**config.mk**
```make
export PLATFORM = sky130hd
export DESIGN_NAME = cim_tile_arbiter
export DESIGN_NICKNAME = d
export VERILOG_FILES = /design/src/rtl/cim_arb_pkg.sv /design/src/rtl/rr_arbiter.sv /design/src/rtl/cim_tile_arbiter.sv
export SDC_FILE = /design/constraint.sdc
export NUM_CORES = 1
export LEC_CHECK = 0
export ABC_AREA = 1
export CORE_ASPECT_RATIO = 1.5
export CORE_UTILIZATION = 41
export CTS_BUF_LIST = sky130_fd_sc_hd__clkbuf_4
export DETAILED_ROUTE_END_ITERATION = 16
export GPL_ROUTABILITY_DRIVEN = 0
export PLACE_DENSITY_LB_ADDON = 0.12
export SYNTH_ARGS = -nofsm -noshare
export SYNTH_HDL_FRONTEND = slang
export SYNTH_SLANG_ARGS = --single-unit
```
**constraint.sdc**
```tcl
create_clock -name clk -period 2.1 [get_ports clk]
set_input_delay 0.42 -clock clk [delete_from_list [all_inputs] [get_ports clk]]
set_output_delay 0.42 -clock clk [all_outputs]
set_load 0.02 [all_outputs]
```
**src/rtl/cim_arb_pkg.sv**
```systemverilog
// Shared types for the CIM tile arbiter: FSM state encoding and the round-robin
// pick helper used by the combinational arbiter.
package cim_arb_pkg;

   localparam int unsigned MaxReq  = 16;
   localparam int unsigned MaxIdxW = 4;

   typedef enum logic [1:0] {
      StIdle,
      StGrant,
      StWaitLow,
      StWaitHigh
   } arb_state_e;

   typedef struct packed {
      logic               valid;
      logic [MaxIdxW-1:0] idx;
   } rr_pick_t;

   // First set request strictly after last_idx, wrapping modulo num_req.
   function automatic rr_pick_t rr_pick(input logic [MaxReq-1:0]  req,
                                        input logic [MaxIdxW-1:0] last_idx,
                                        input int unsigned        num_req);
      rr_pick_t    pick;
      int unsigned cand;
      pick = '0;
      for (int unsigned off = 1; off <= MaxReq; off++) begin
         cand = ({28'd0, last_idx} + off) % num_req;
         if (off <= num_req && !pick.valid && req[cand[MaxIdxW-1:0]]) begin
            pick.valid = 1'b1;
            pick.idx   = cand[MaxIdxW-1:0];
         end
      end
      return pick;
   endfunction

endpackage

```
**src/rtl/rr_arbiter.sv**
```systemverilog
// Combinational round-robin select: one-hot grant and index of the next requester
// after the last granted one.
module rr_arbiter
   import cim_arb_pkg::*;
#(
   parameter int unsigned NUM_REQ   = 4,
   parameter int unsigned IDX_WIDTH = $clog2(NUM_REQ)
) (
   input  logic [NUM_REQ-1:0]   req,
   input  logic [IDX_WIDTH-1:0] last_idx,
   output logic [NUM_REQ-1:0]   gnt,
   output logic [IDX_WIDTH-1:0] idx,
   output logic                 valid
);

   rr_pick_t pick;

   always_comb begin
      pick  = rr_pick(MaxReq'(req), MaxIdxW'(last_idx), NUM_REQ);
      valid = pick.valid;
      idx   = IDX_WIDTH'(pick.idx);
      gnt   = '0;
      if (pick.valid) begin
         gnt[idx] = 1'b1;
      end
   end

endmodule

```
**src/rtl/cim_tile_arbiter.sv**
```systemverilog
// Shares one CIM tile command port among NUM_REQ layer controllers, holding the
// round-robin grant for a whole start/compute/ready job.
module cim_tile_arbiter
   import cim_arb_pkg::*;
#(
   parameter int unsigned NUM_REQ    = 4,
   parameter int unsigned ADDR_WIDTH = 4,
   parameter int unsigned IDX_WIDTH  = $clog2(NUM_REQ)
) (
   input  logic                  clk,
   input  logic                  rst,
   input  logic [NUM_REQ-1:0]    i_req,
   input  logic [NUM_REQ-1:0]    i_req_we,
   input  logic [NUM_REQ-1:0]    i_req_start,
   input  logic [ADDR_WIDTH-1:0] i_req_addr [NUM_REQ-1:0],
   output logic [NUM_REQ-1:0]    o_gnt,
   output logic [NUM_REQ-1:0]    o_req_cim_ready,
   output logic [IDX_WIDTH-1:0]  o_gnt_idx,
   output logic                  o_busy,
   output logic                  o_cim_we,
   output logic                  o_cim_start,
   output logic [ADDR_WIDTH-1:0] o_cim_rd_addr,
   input  logic                  i_cim_ready
);

   arb_state_e            state_q, state_d;
   logic [NUM_REQ-1:0]    gnt_q, gnt_d;
   logic [IDX_WIDTH-1:0]  gnt_idx_q, gnt_idx_d;
   logic [NUM_REQ-1:0]    pick_gnt;
   logic [IDX_WIDTH-1:0]  pick_idx;
   logic                  pick_valid;
   logic                  g_req, g_we, g_start;
   logic [ADDR_WIDTH-1:0] g_addr;

   rr_arbiter #(
      .NUM_REQ   (NUM_REQ),
      .IDX_WIDTH (IDX_WIDTH)
   ) u_rr_arbiter (
      .req      (i_req),
      .last_idx (gnt_idx_q),
      .gnt      (pick_gnt),
      .idx      (pick_idx),
      .valid    (pick_valid)
   );

   assign g_req   = i_req[gnt_idx_q];
   assign g_we    = i_req_we[gnt_idx_q];
   assign g_start = i_req_start[gnt_idx_q];
   assign g_addr  = i_req_addr[gnt_idx_q];

   always_comb begin
      state_d       = state_q;
      gnt_d         = gnt_q;
      gnt_idx_d     = gnt_idx_q;
      o_cim_we      = 1'b0;
      o_cim_start   = 1'b0;
      o_cim_rd_addr = '0;
      unique case (state_q)
         StIdle: begin
            if (pick_valid) begin
               gnt_d     = pick_gnt;
               gnt_idx_d = pick_idx;
               state_d   = StGrant;
            end
         end
         StGrant: begin
            o_cim_we      = g_we;
            // A start arriving with the request drop is an abort, not a job.
            o_cim_start   = g_start & g_req;
            o_cim_rd_addr = g_addr;
            if (g_req && g_start) begin
               state_d = StWaitLow;
            end else if (!g_req) begin
               gnt_d   = '0;
               state_d = StIdle;
            end
         end
         StWaitLow: begin
            // Ignore a stale ready-high until the tile has visibly gone busy.
            o_cim_rd_addr = g_addr;
            if (!i_cim_ready) begin
               state_d = StWaitHigh;
            end
         end
         StWaitHigh: begin
            o_cim_rd_addr = g_addr;
            if (i_cim_ready) begin
               gnt_d   = '0;
               state_d = StIdle;
            end
         end
         default: begin
            gnt_d   = '0;
            state_d = StIdle;
         end
      endcase
   end

   always_ff @(posedge clk or posedge rst) begin
      if (rst) begin
         state_q   <= StIdle;
         gnt_q     <= '0;
         gnt_idx_q <= IDX_WIDTH'(NUM_REQ - 1);
      end else begin
         state_q   <= state_d;
         gnt_q     <= gnt_d;
         gnt_idx_q <= gnt_idx_d;
      end
   end

   assign o_gnt           = gnt_q;
   assign o_gnt_idx       = gnt_idx_q;
   assign o_busy          = (state_q != StIdle);
   assign o_req_cim_ready = gnt_q & {NUM_REQ{i_cim_ready}};

endmodule

```
== Yosys cells after proc, flatten, opt, wreduce, memory -nomap -nowiden ==
Cells that the tools add are included.

* Add/subtract/negate cells: 4
* Order comparisons: 7
* Equal/unequal tests: 9
* Multiplexer cells: 36
* Bitwise logic cells: 2
* Reductions and logical operators: 15

{| class="wikitable"
|+ Operators with widths
! operator !! count
|-
| $mux 4 || 6
|-
| $lt 2x5->1 const B || 4
|-
| $mux 5 || 4
|-
| $bmux 1 s2 || 7
|-
| $pmux 4 s3 || 1
|-
| $mux 1 || 10
|-
| $mux 2 || 5
|-
| $bmux 4 s2 || 1
|-
| $ne 2x2->1 const B || 4
|-
| $pmux 2 s4 || 1
|-
| $lt 2x3->1 const B || 2
|-
| $logic_and 1x1->1 || 5
|-
| $reduce_and 5->1 || 1
|-
| $add 2x1->2 const B || 2
|-
| $add 2x2->2 const B || 2
|-
| $and 4x4->4 || 1
|-
| $eq 2x2->1 const B || 2
|-
| $reduce_and 4->1 || 1
|-
| $logic_not 1->1 || 3
|-
| $ne 3x3->1 const B || 1
|-
| $reduce_bool 3->1 || 1
|-
| $reduce_or 3->1 || 1
|-
| $demux 1 s2 || 1
|-
| $eq 2x1->1 const B || 1
|-
| other kinds (6) || 6
|}

* Register bits after elaboration: 8
* Input port bits: 31
* Output and inout bits: 17
* Word-level logic and storage cells: 76

== Depth between registers and ports, before layout ==
Gate-level depths: netlist of run 1.

* Depth after elaboration: 19
* Mapped depth: 13
* Gate-level depth less buffers: 12

== Hierarchy ==
Synthesis of run 1 repeated with hierarchy kept, for this count alone.

* Cell total of the unflattened synthesis: 196
* Area, all modules: 1,103.6 um2

{| class="wikitable"
|+ By module, submodules not included
! module !! times used !! cells an instance !! area an instance (um2) !! seq. area each (um2)
|-
| cim_tile_arbiter || 1 || 121 || 724.4 || 202.7
|-
| rr_arbiter || 1 || 75 || 379.1 || 0.0
|}

== Worst setup path after synthesis of run 1 ==
OpenSTA, ideal clock, no wires.

* Path kind: register to output
* Start point: register gnt_idx_q[0] (netlist: o_gnt_idx[0])
* End point: output o_cim_we
* Arrival time: 1.595 ns
* Required time: 1.680 ns
* Slack: 0.085 ns
* Stages on the path, launching flop included: 6
* Path buffers: 1
* Cell sequence: dfstp_2 buf_6 nand2_1 inv_1 a22oi_1 a311oi_1

* Longest elaborated chain between the ends: 3

{| class="wikitable"
|+ Ends and longest elaborated chain
! what !! RTL line !! text
|-
| start: declaration || cim_tile_arbiter.sv:28 || <nowiki>logic [IDX_WIDTH-1:0] gnt_idx_q, gnt_idx_d;</nowiki>
|-
| start signal: assignment || cim_tile_arbiter.sv:103 || <nowiki>gnt_idx_q <= IDX_WIDTH'(NUM_REQ - 1);</nowiki>
|-
| start signal: assignment || cim_tile_arbiter.sv:107 || <nowiki>gnt_idx_q <= gnt_idx_d;</nowiki>
|-
| $bmux 1 s2 || cim_tile_arbiter.sv:47 || <nowiki>assign g_we = i_req_we[gnt_idx_q];</nowiki>
|-
| $mux 1 (implied by the code) || cim_tile_arbiter.sv:47 ||
|-
| $mux 1 || cim_tile_arbiter.sv:58 || <nowiki>unique case (state_q)</nowiki>
|-
| end: declaration || cim_tile_arbiter.sv:20 || <nowiki>output logic o_cim_we,</nowiki>
|}

Every way passes these cells. The select of a mux whose other input is x is not followed.

== Final worst setup path of run 1 ==
* Start point: register gnt_idx_q[0] (netlist: o_gnt_idx[0])
* End point: output o_cim_rd_addr[3]

* Longest elaborated chain between the ends: 3

{| class="wikitable"
|+ Ends and longest elaborated chain
! what !! RTL line !! text
|-
| $bmux 4 s2 || cim_tile_arbiter.sv:49 || <nowiki>assign g_addr = i_req_addr[gnt_idx_q];</nowiki>
|-
| $mux 4 (implied by the code) || cim_tile_arbiter.sv:49 ||
|-
| $mux 4 || cim_tile_arbiter.sv:58 ||
|-
| end: declaration || cim_tile_arbiter.sv:22 || <nowiki>output logic [ADDR_WIDTH-1:0] o_cim_rd_addr,</nowiki>
|}

Every way passes these cells. The select of a mux whose other input is x is not followed.

==> impl_results.html, run 1 <==
<table>
<tr><th>Metric</th><th>Value</th></tr>
<tr><th colspan="2">Critical path</th></tr>
<tr><td>Worst path buffer plus inverter count</td><td>5</td></tr>
<tr><td>Worst setup EP type</td><td>primary output</td></tr>
<tr><td>Slowest cell on the critical path</td><td>sky130_fd_sc_hd__dfstp_2</td></tr>
<tr><td>Critical setup path kind</td><td>reg2out</td></tr>
<tr><td>Cell seen most often among critical-path stages</td><td>sky130_fd_sc_hd__buf_4</td></tr>
<tr><td>Largest fanout of any net on the critical path</td><td>6</td></tr>
<tr><td>Data arrival, critical path</td><td>about 1600 ps</td></tr>
<tr><td>Top delay family on crit path</td><td>flip-flops</td></tr>
<tr><td>Max incr delay on CP</td><td>roughly 600 ps</td></tr>
<tr><td>Reg-to-reg slack, setup</td><td>250 ps</td></tr>
<tr><td>Worst path required time</td><td>1680 ps</td></tr>
<tr><td>Sequence of cells on the critical path</td><td>inv_2, buf_4, nand2_1, inv_2, buf_4, nand2_1, a31oi_1, buf_4</td></tr>
<tr><td>Category of the worst setup path launch point</td><td>register</td></tr>
<tr><th colspan="2">Run status</th></tr>
<tr><td>Outcome</td><td>finished, final reports clean</td></tr>
<tr><th colspan="2">Pwr</th></tr>
<tr><td>Clk network pwr share</td><td>5.7%</td></tr>
<tr><td>Total power</td><td>2270 µW</td></tr>
<tr><td>IR drop worst, VDD</td><td>0.703 mV</td></tr>
<tr><td>Power per Cell Area</td><td>1470 nW/µm²</td></tr>
<tr><td>Share of total power consumed by net switching</td><td>52.7%</td></tr>
<tr><td>Combinational Power Share</td><td>80.9%</td></tr>
<tr><td>Leakage Power</td><td>0.000874 µW</td></tr>
<tr><td>Switching pwr</td><td>1200 µW</td></tr>
<tr><td>Share of power burned in registers</td><td>13.4%</td></tr>
<tr><td>Internal Pwr Total</td><td>between 1000 and 1500 µW</td></tr>
<tr><th colspan="2">CTS</th></tr>
<tr><td>Clock slew seen by the registers of the worst setup and hold paths</td><td>70 ps</td></tr>
<tr><td>Number of sinks on the clock net</td><td>8</td></tr>
<tr><td>Cts-stage hold buffer count</td><td>0</td></tr>
<tr><td>Max Root-Sink Buffers</td><td>2</td></tr>
<tr><td>Clock tree from TritonCTS</td><td>done</td></tr>
<tr><td>Cts bufs inserted</td><td>3</td></tr>
<tr><td>H-Tree Level Count</td><td>1</td></tr>
<tr><td>CTS Root Buffer Type</td><td>sky130_fd_sc_hd__clkbuf_4</td></tr>
<tr><td>Insertion delay of the later-clocked pin in the worst-skew pair</td><td>260 ps</td></tr>
<tr><th colspan="2">STA</th></tr>
<tr><td>Headroom to the max-slew limit</td><td>76.5%</td></tr>
<tr><td>Post-route worst setup slack</td><td>35.8 ps</td></tr>
<tr><td>Fmax</td><td>0.484 GHz</td></tr>
<tr><td>Worst-Margin Slew</td><td>349 ps</td></tr>
<tr><td>Worst Skew</td><td>approximately 11 ps</td></tr>
<tr><td>Final setup violation count</td><td>0</td></tr>
<tr><td>Number of max-slew violations in the final report</td><td>0</td></tr>
<tr><td>Final cycle utilization of the critical path</td><td>98.3%</td></tr>
<tr><td>Setup repair after global routing missed its margin</td><td>true</td></tr>
<tr><td>Min Clock Period, post-route</td><td>between 2000 and 2500 ps</td></tr>
<tr><td>Final hold violation count</td><td>0</td></tr>
<tr><th colspan="2">Placed design</th></tr>
<tr><td>DP HPWL</td><td>2390 µm</td></tr>
<tr><td>Cell area after placement</td><td>1530 µm²</td></tr>
<tr><td>Setup slack at placement</td><td>-426 ps</td></tr>
<tr><td>Count of buffers inserted at the top-level ports</td><td>47</td></tr>
<tr><th colspan="2">Cells and area</th></tr>
<tr><td>Layout cell share with drive strength beyond 1</td><td>23.7%</td></tr>
<tr><td>Area overhead of the layout relative to synthesis</td><td>69.4%</td></tr>
<tr><td>Layout Cell Area excl Fill</td><td>1550 µm²</td></tr>
<tr><td>Number of filler cells placed in the layout</td><td>179</td></tr>
<tr><td>Final antenna diode count</td><td>0</td></tr>
<tr><td>Final net count</td><td>257</td></tr>
<tr><th colspan="2">Yosys</th></tr>
<tr><td>Syn. warnings</td><td>0</td></tr>
<tr><td>Synthesized net count</td><td>187</td></tr>
<tr><td>Post-Syn Area</td><td>916 µm²</td></tr>
<tr><td>Cells after synthesis</td><td>156</td></tr>
<tr><td>Sequential element share of the synthesized area</td><td>approximately 22%</td></tr>
<tr><td>Cell variety after synth</td><td>25</td></tr>
<tr><td>Average size of a mapped cell</td><td>5.87 µm²</td></tr>
<tr><td>Total of flip-flops plus latches after synthesis</td><td>8</td></tr>
<tr><th colspan="2">Detailed routing</th></tr>
<tr><td>DR vias/cell</td><td>4.94</td></tr>
<tr><td>DR pass1 iterations</td><td>4</td></tr>
<tr><td>Total DRC errors in the routed layout</td><td>0</td></tr>
<tr><td>Aggregate routed wire length</td><td>2870 µm</td></tr>
<tr><td>WL per Instance</td><td>11.7 µm</td></tr>
<tr><td>Number of DRC violations after detailed-routing iteration 0</td><td>21</td></tr>
<tr><td>Via count</td><td>~1.2k</td></tr>
<tr><td>DRT antenna net count</td><td>0</td></tr>
<tr><th colspan="2">Die</th></tr>
<tr><td>Initial Util</td><td>44.1%</td></tr>
<tr><td>Die outline height</td><td>approximately 60 µm</td></tr>
<tr><td>I/O pin cnt</td><td>48</td></tr>
<tr><td>Core region area</td><td>2080 µm²</td></tr>
<tr><td>Area of the die</td><td>2430 µm²</td></tr>
<tr><td>Die X</td><td>40.6 µm</td></tr>
<tr><td>Number of standard-cell rows in the floorplan</td><td>20</td></tr>
<tr><th colspan="2">Worst hold path</th></tr>
<tr><td>Min-Delay Path Class</td><td>in2async</td></tr>
<tr><th colspan="2">Global routing</th></tr>
<tr><td>Leftover overflow at the end of global routing</td><td>0</td></tr>
<tr><td>Global-route wire length before repair</td><td>4550 µm</td></tr>
<tr><td>Largest net degree at the start of global routing</td><td>10</td></tr>
<tr><td>Vias in the first global route</td><td>~1.2k</td></tr>
<tr><td>Antenna violations before repair</td><td>0</td></tr>
<tr><td>GRT Util Overall</td><td>about a quarter</td></tr>
<tr><th colspan="2">Flow run</th></tr>
<tr><td>Count of max-cap constraint violations</td><td>0</td></tr>
</table>
[repair_timing]
action / CTS / global route
resized for setup: 31 / 10
setup buffers: 0 / 1
endpoints found under the setup margin: 8 / 8
[power by group through the flow]
| stage | clock network (µW) | registers, µW | logic [µW] |
|---|---|---|---|
| 3_3_place_gp | 0 | 300 | 1810 |
| 3_5_place_dp | 0 | 304 | 1850 |
| 4_1_cts | 131 | 302 | 1790 |
| 6_report | 129 | 304 | 1840 |
| 2_1_floorplan | 0 | 331 | 1150 |
| 5_1_grt | 137 | 314 | 2020 |
[stage by stage]
step	hold WS, ps	utilization (%)	std cells	setup TNS (ps)
after floorplan	234	-	156	0
after global placement	481	73.5	242	-869
after detailed placement	488	73.5	242	-936
after CTS	415	73.0	245	0
after global routing	438	74.7	246	-161
final	408	74.7	246	0
[layout make-up]
class	instances	area (µm²)	area share (%)
clock buffers	3	22.5	1.45
inverters	23	86.3	5.56
multi-input cells	121	596	38.4
flip-flops and latches	8	203	13.1
well taps	22	27.5	1.77
repair buffers	69	617	39.8
[placed cells by master (no fill, tap or decap), types with 5 or more instances in the layout]
master / count
sky130_fd_sc_hd__nand2_1: 65
sky130_fd_sc_hd__clkdlybuf4s50_1: 37
sky130_fd_sc_hd__buf_4: 23
sky130_fd_sc_hd__inv_1: 20
sky130_fd_sc_hd__nand3_1: 18
sky130_fd_sc_hd__nand2_2: 7
sky130_fd_sc_hd__dfrtp_1: 6
sky130_fd_sc_hd__nor2_1: 5
[kinds of logic after synthesis]
kind of cell | share of synthesized area, %
and+or+nand+nor | 51.2
buffers and inverters | 14.3
AOI/OAI and AO/OA | 12.3
DFF | 22.1
[routing by layer]
| metal | up-vias | share of wire, % | routed length, µm | track usage, % |
|---|---|---|---|---|
| li1 | 632 | - | - | - |
| met3 | 2 | 1.6 | 45 | 2.60 |
| met2 | 15 | 58 | 1670 | 51.2 |
| met1 | 567 | 39 | 1130 | 26.9 |
| met5 | - | 0 | 0 | 0 |
| met4 | 0 | 0.56 | 16 | 8.10 |
[synthesized netlist by cell type, drive strengths merged]
cell type  count  area (µm²)
buf            4        45.0
a21boi         1        11.3
nand2         73         297
dfstp          2        52.6
nand3b         1        7.51
a21oi          3        15.0
a311oi         1        8.76
dfrtp          6         150
o21ai          3        15.0
inv           23        86.3
a22oi          5        37.5
nand4          2        18.8
nand3         19         100
a31oi          4        25.0
nor2           9        46.3
[worst paths after layout]
path,start,end,cells after the start
worst max-delay path,o_gnt_idx[0],o_cim_rd_addr[3],8
worst min-delay path,rst,asynchronous set/reset pin,2
worst max register to register,o_gnt_idx[0],o_gnt[2],13
worst min register to register,state_q[0],state_q[0],2
max in group asynchronous,rst,o_gnt_idx[1],2
min in group clk,state_q[0],state_q[0],2
Note: power is estimated with default switching activity, not from simulation.
==> run 2, diff against run 1 <==
--- a/config.mk
+++ b/config.mk
@@ -12,6 +12,8 @@
 export DETAILED_ROUTE_END_ITERATION = 16
 export GPL_ROUTABILITY_DRIVEN = 0
 export PLACE_DENSITY_LB_ADDON = 0.12
+export SETUP_SLACK_MARGIN = 0.02
+export SKIP_LAST_GASP = 1
 export SYNTH_ARGS = -nofsm -noshare
 export SYNTH_HDL_FRONTEND = slang
 export SYNTH_SLANG_ARGS = --single-unit
==> run 2 against run 1 <==
Design area grew 2.3%. Highest routed layer unchanged. Worst setup slack lost 21 ps. Via count grew 1.4%.
==> impl_results.html, run 2 (same netlist as run 1, synthesis figures left out) <==
<table>
<tr><th>Metric</th><th>Value</th></tr>
<tr><th colspan="2">Cells and area</th></tr>
<tr><td>Layout cell share with drive strength beyond 1</td><td>around 26%</td></tr>
<tr><td>Area of the multi-input gates</td><td>~610 µm²</td></tr>
<tr><td>Non-filler cells, final</td><td>249</td></tr>
<tr><td>Number of filler cells placed in the layout</td><td>175</td></tr>
<tr><td>Final net count</td><td>260</td></tr>
<tr><td>Most frequent cells in the layout</td><td>sky130_fd_sc_hd__nand2_1 (65), sky130_fd_sc_hd__clkdlybuf4s50_1 (36), sky130_fd_sc_hd__buf_4 (27), sky130_fd_sc_hd__inv_1 (20), sky130_fd_sc_hd__nand3_1 (18)</td></tr>
<tr><td>Area overhead of the layout relative to synthesis</td><td>73.2%</td></tr>
<tr><td>Commonest non-fill, non-tap cell in the layout</td><td>sky130_fd_sc_hd__nand2_1</td></tr>
<tr><td>Final antenna diode count</td><td>0</td></tr>
<tr><td>Footprint of the flip-flops and latches</td><td>203 µm²</td></tr>
<tr><th colspan="2">Worst hold path</th></tr>
<tr><td>Min-Delay Path Class</td><td>in2async</td></tr>
<tr><th colspan="2">CTS</th></tr>
<tr><td>Cts bufs inserted</td><td>3</td></tr>
<tr><td>Clock slew seen by the registers of the worst setup and hold paths</td><td>70 ps</td></tr>
<tr><td>Max Root-Sink Buffers</td><td>2</td></tr>
<tr><td>CTS Root Buffer Type</td><td>sky130_fd_sc_hd__clkbuf_4</td></tr>
<tr><td>H-Tree Level Count</td><td>1</td></tr>
<tr><td>Clock tree from TritonCTS</td><td>done</td></tr>
<tr><td>Number of sinks on the clock net</td><td>8</td></tr>
<tr><td>Cts-stage hold buffer count</td><td>0</td></tr>
<tr><td>Insertion delay of the later-clocked pin in the worst-skew pair</td><td>between 200 and 300 ps</td></tr>
<tr><th colspan="2">Detailed routing</th></tr>
<tr><td>DR pass1 iterations</td><td>4</td></tr>
<tr><td>WL per Instance</td><td>12.2 µm</td></tr>
<tr><td>Number of DRC violations after detailed-routing iteration 0</td><td>17</td></tr>
<tr><td>Via count</td><td>approximately 1.2k</td></tr>
<tr><td>Total DRC errors in the routed layout</td><td>0</td></tr>
<tr><td>DR vias/cell</td><td>4.95</td></tr>
<tr><td>Aggregate routed wire length</td><td>3030 µm</td></tr>
<tr><td>DRT antenna net count</td><td>0</td></tr>
<tr><th colspan="2">Critical path</th></tr>
<tr><td>Category of the worst setup path launch point</td><td>register</td></tr>
<tr><td>Cell seen most often among critical-path stages</td><td>sky130_fd_sc_hd__buf_4</td></tr>
<tr><td>Top delay family on crit path</td><td>buffers and inverters</td></tr>
<tr><td>Worst path required time</td><td>between 1500 and 2000 ps</td></tr>
<tr><td>Worst setup path start</td><td>o_gnt_idx[0]</td></tr>
<tr><td>Critical setup path kind</td><td>reg2out</td></tr>
<tr><td>Worst setup EP type</td><td>primary output</td></tr>
<tr><td>Largest fanout of any net on the critical path</td><td>5</td></tr>
<tr><td>Data arrival, critical path</td><td>1660 ps</td></tr>
<tr><td>Worst path buffer plus inverter count</td><td>3</td></tr>
<tr><td>Startpoint of the lowest-slack register-to-register path</td><td>o_gnt_idx[0]</td></tr>
<tr><td>Max incr delay on CP</td><td>roughly 600 ps</td></tr>
<tr><td>Sequence of cells on the critical path</td><td>buf_4, buf_4, clkdlybuf4s50_1</td></tr>
<tr><td>Slowest cell on the critical path</td><td>sky130_fd_sc_hd__dfstp_2</td></tr>
<tr><th colspan="2">Global routing</th></tr>
<tr><td>Leftover overflow at the end of global routing</td><td>0</td></tr>
<tr><td>Vias in the first global route</td><td>1182</td></tr>
<tr><td>Antenna violations before repair</td><td>0</td></tr>
<tr><td>Global-route wire length before repair</td><td>4630 µm</td></tr>
<tr><td>GRT Util Overall</td><td>26.8%</td></tr>
<tr><td>Largest net degree at the start of global routing</td><td>10</td></tr>
<tr><th colspan="2">Die</th></tr>
<tr><td>Area of the die</td><td>2430 µm²</td></tr>
<tr><td>Number of standard-cell rows in the floorplan</td><td>20</td></tr>
<tr><td>Die outline height</td><td>59.9 µm</td></tr>
<tr><td>Die X</td><td>40.6 µm</td></tr>
<tr><td>Core region area</td><td>2080 µm²</td></tr>
<tr><td>I/O pin cnt</td><td>48</td></tr>
<tr><td>Initial Util</td><td>44.1%</td></tr>
<tr><th colspan="2">Run status</th></tr>
<tr><td>Outcome</td><td>finished, final reports clean</td></tr>
<tr><th colspan="2">Pwr</th></tr>
<tr><td>Combinational Power Share</td><td>81.7%</td></tr>
<tr><td>Share of total power consumed by net switching</td><td>between 50% and 60%</td></tr>
<tr><td>IR drop worst, VDD</td><td>0.720 mV</td></tr>
<tr><td>Switching pwr</td><td>1240 µW</td></tr>
<tr><td>Internal Pwr Total</td><td>~1100 µW</td></tr>
<tr><td>Leakage Power</td><td>~0.0009 µW</td></tr>
<tr><td>Share of power burned in registers</td><td>12.9%</td></tr>
<tr><td>Clk network pwr share</td><td>5.4%</td></tr>
<tr><td>Power per Cell Area</td><td>1490 nW/µm²</td></tr>
<tr><th colspan="2">STA</th></tr>
<tr><td>Min Clock Period, post-route</td><td>2080 ps</td></tr>
<tr><td>Fmax</td><td>0.480 GHz</td></tr>
<tr><td>Worst Skew</td><td>10.7 ps</td></tr>
<tr><td>Setup repair after global routing missed its margin</td><td>true</td></tr>
<tr><td>Post-route worst hold slack</td><td>between 400 and 500 ps</td></tr>
<tr><td>Final setup violation count</td><td>0</td></tr>
<tr><td>Final cycle utilization of the critical path</td><td>99.3%</td></tr>
<tr><td>Final hold violation count</td><td>0</td></tr>
<tr><td>Number of max-slew violations in the final report</td><td>0</td></tr>
<tr><td>Headroom to the max-slew limit</td><td>76.4%</td></tr>
<tr><td>Worst-Margin Slew</td><td>350 ps</td></tr>
<tr><th colspan="2">Placed design</th></tr>
<tr><td>Count of buffers inserted at the top-level ports</td><td>47</td></tr>
<tr><td>Number of placed instances with taps included</td><td>242</td></tr>
<tr><td>DP HPWL</td><td>2390 µm</td></tr>
<tr><th colspan="2">Flow run</th></tr>
<tr><td>Count of max-cap constraint violations</td><td>0</td></tr>
</table>
-- run 2: cell types whose count changed in the layout (fill, tap and decap cells not counted), sizes merged --
cell	previous run	this run
buf	28	31
clkdlybuf4s50	37	36
dlygate4sd2	2	4
dlymetal6s2s	2	1
-- run 2: routing by layer --
layer	vias up	routed length, µm	part of all wire [%]	global-route usage [%]
li1	637	-	-	-
met4	0	16	0.53	8.10
met1	579	1140	38	27.1
met5	-	0	0	0
met2	15	1820	60	52.4
met3	2	55	1.8	2.60
-- run 2: power by group through the flow --
stage	Combinational (µW)	Clock [µW]	Sequential [µW]
4_1_cts	1820	131	302
6_report	1930	128	305
3_5_place_dp	1850	0	304
2_1_floorplan	1150	0	331
3_3_place_gp	1810	0	300
5_1_grt	2110	137	313
-- run 2: final timing paths --
check,cells past startpoint,slack (ps),endpoint
hold reg to reg,2,520,state_q[0]
setup reg to reg,13,220,o_gnt[0]
min in group clk,2,520,state_q[0]
max in group asynchronous,2,1380,o_gnt_idx[1]
setup / recovery,3,20,o_gnt_idx[0]
hold / removal,2,410,asynchronous set/reset pin
-- run 2: worst register-to-register path, cell delays in order (launching register included) --
cell,delay [ps]
sky130_fd_sc_hd__dfstp_2,590
sky130_fd_sc_hd__inv_2,70
sky130_fd_sc_hd__buf_4,130
sky130_fd_sc_hd__buf_4,140
sky130_fd_sc_hd__nand2_1,70
sky130_fd_sc_hd__nand2_2,70
sky130_fd_sc_hd__nand2_2,80
sky130_fd_sc_hd__nand2_2,80
sky130_fd_sc_hd__inv_1,90
sky130_fd_sc_hd__nand3_1,70
sky130_fd_sc_hd__nor2_1,170
sky130_fd_sc_hd__nor2_2,80
sky130_fd_sc_hd__nand3_1,70
sky130_fd_sc_hd__nand2_1,50
-- run 2: timing repair --
| action | in CTS | in global routing |
|---|---|---|
| endpoints found under the setup margin | 10 | 8 |
| pin swaps | 0 | 2 |
| cloned | 0 | 0 |
| gates resized for setup | 34 | 12 |
| setup buffers | 2 | 2 |
-- run 2: layout make-up --
| cell class | count | area share (%) |
|---|---|---|
| clock buffers | 3 | 1.42 |
| inverters | 23 | 5.44 |
| multi-input cells | 121 | 38.5 |
| flip-flops and latches | 8 | 12.8 |
| well taps | 22 | 1.74 |
| repair buffers | 72 | 40.1 |
-- run 2: through the flow --
stage | area (µm²) | worst slack (ps) | setup TNS (ps) | total power (µW) | utilization [%]
floorplan | 916 | 85.5 | 0 | 1480 | -
global placement | 1530 | -410 | -869 | 2110 | 73.5
detailed placement | 1530 | -426 | -936 | 2150 | 73.5
CTS | 1530 | -34.3 | -34.3 | 2260 | 73.7
global route | 1590 | -77.5 | -137 | 2560 | 76.4
finish | 1590 | 15.3 | 0 | 2360 | 76.4
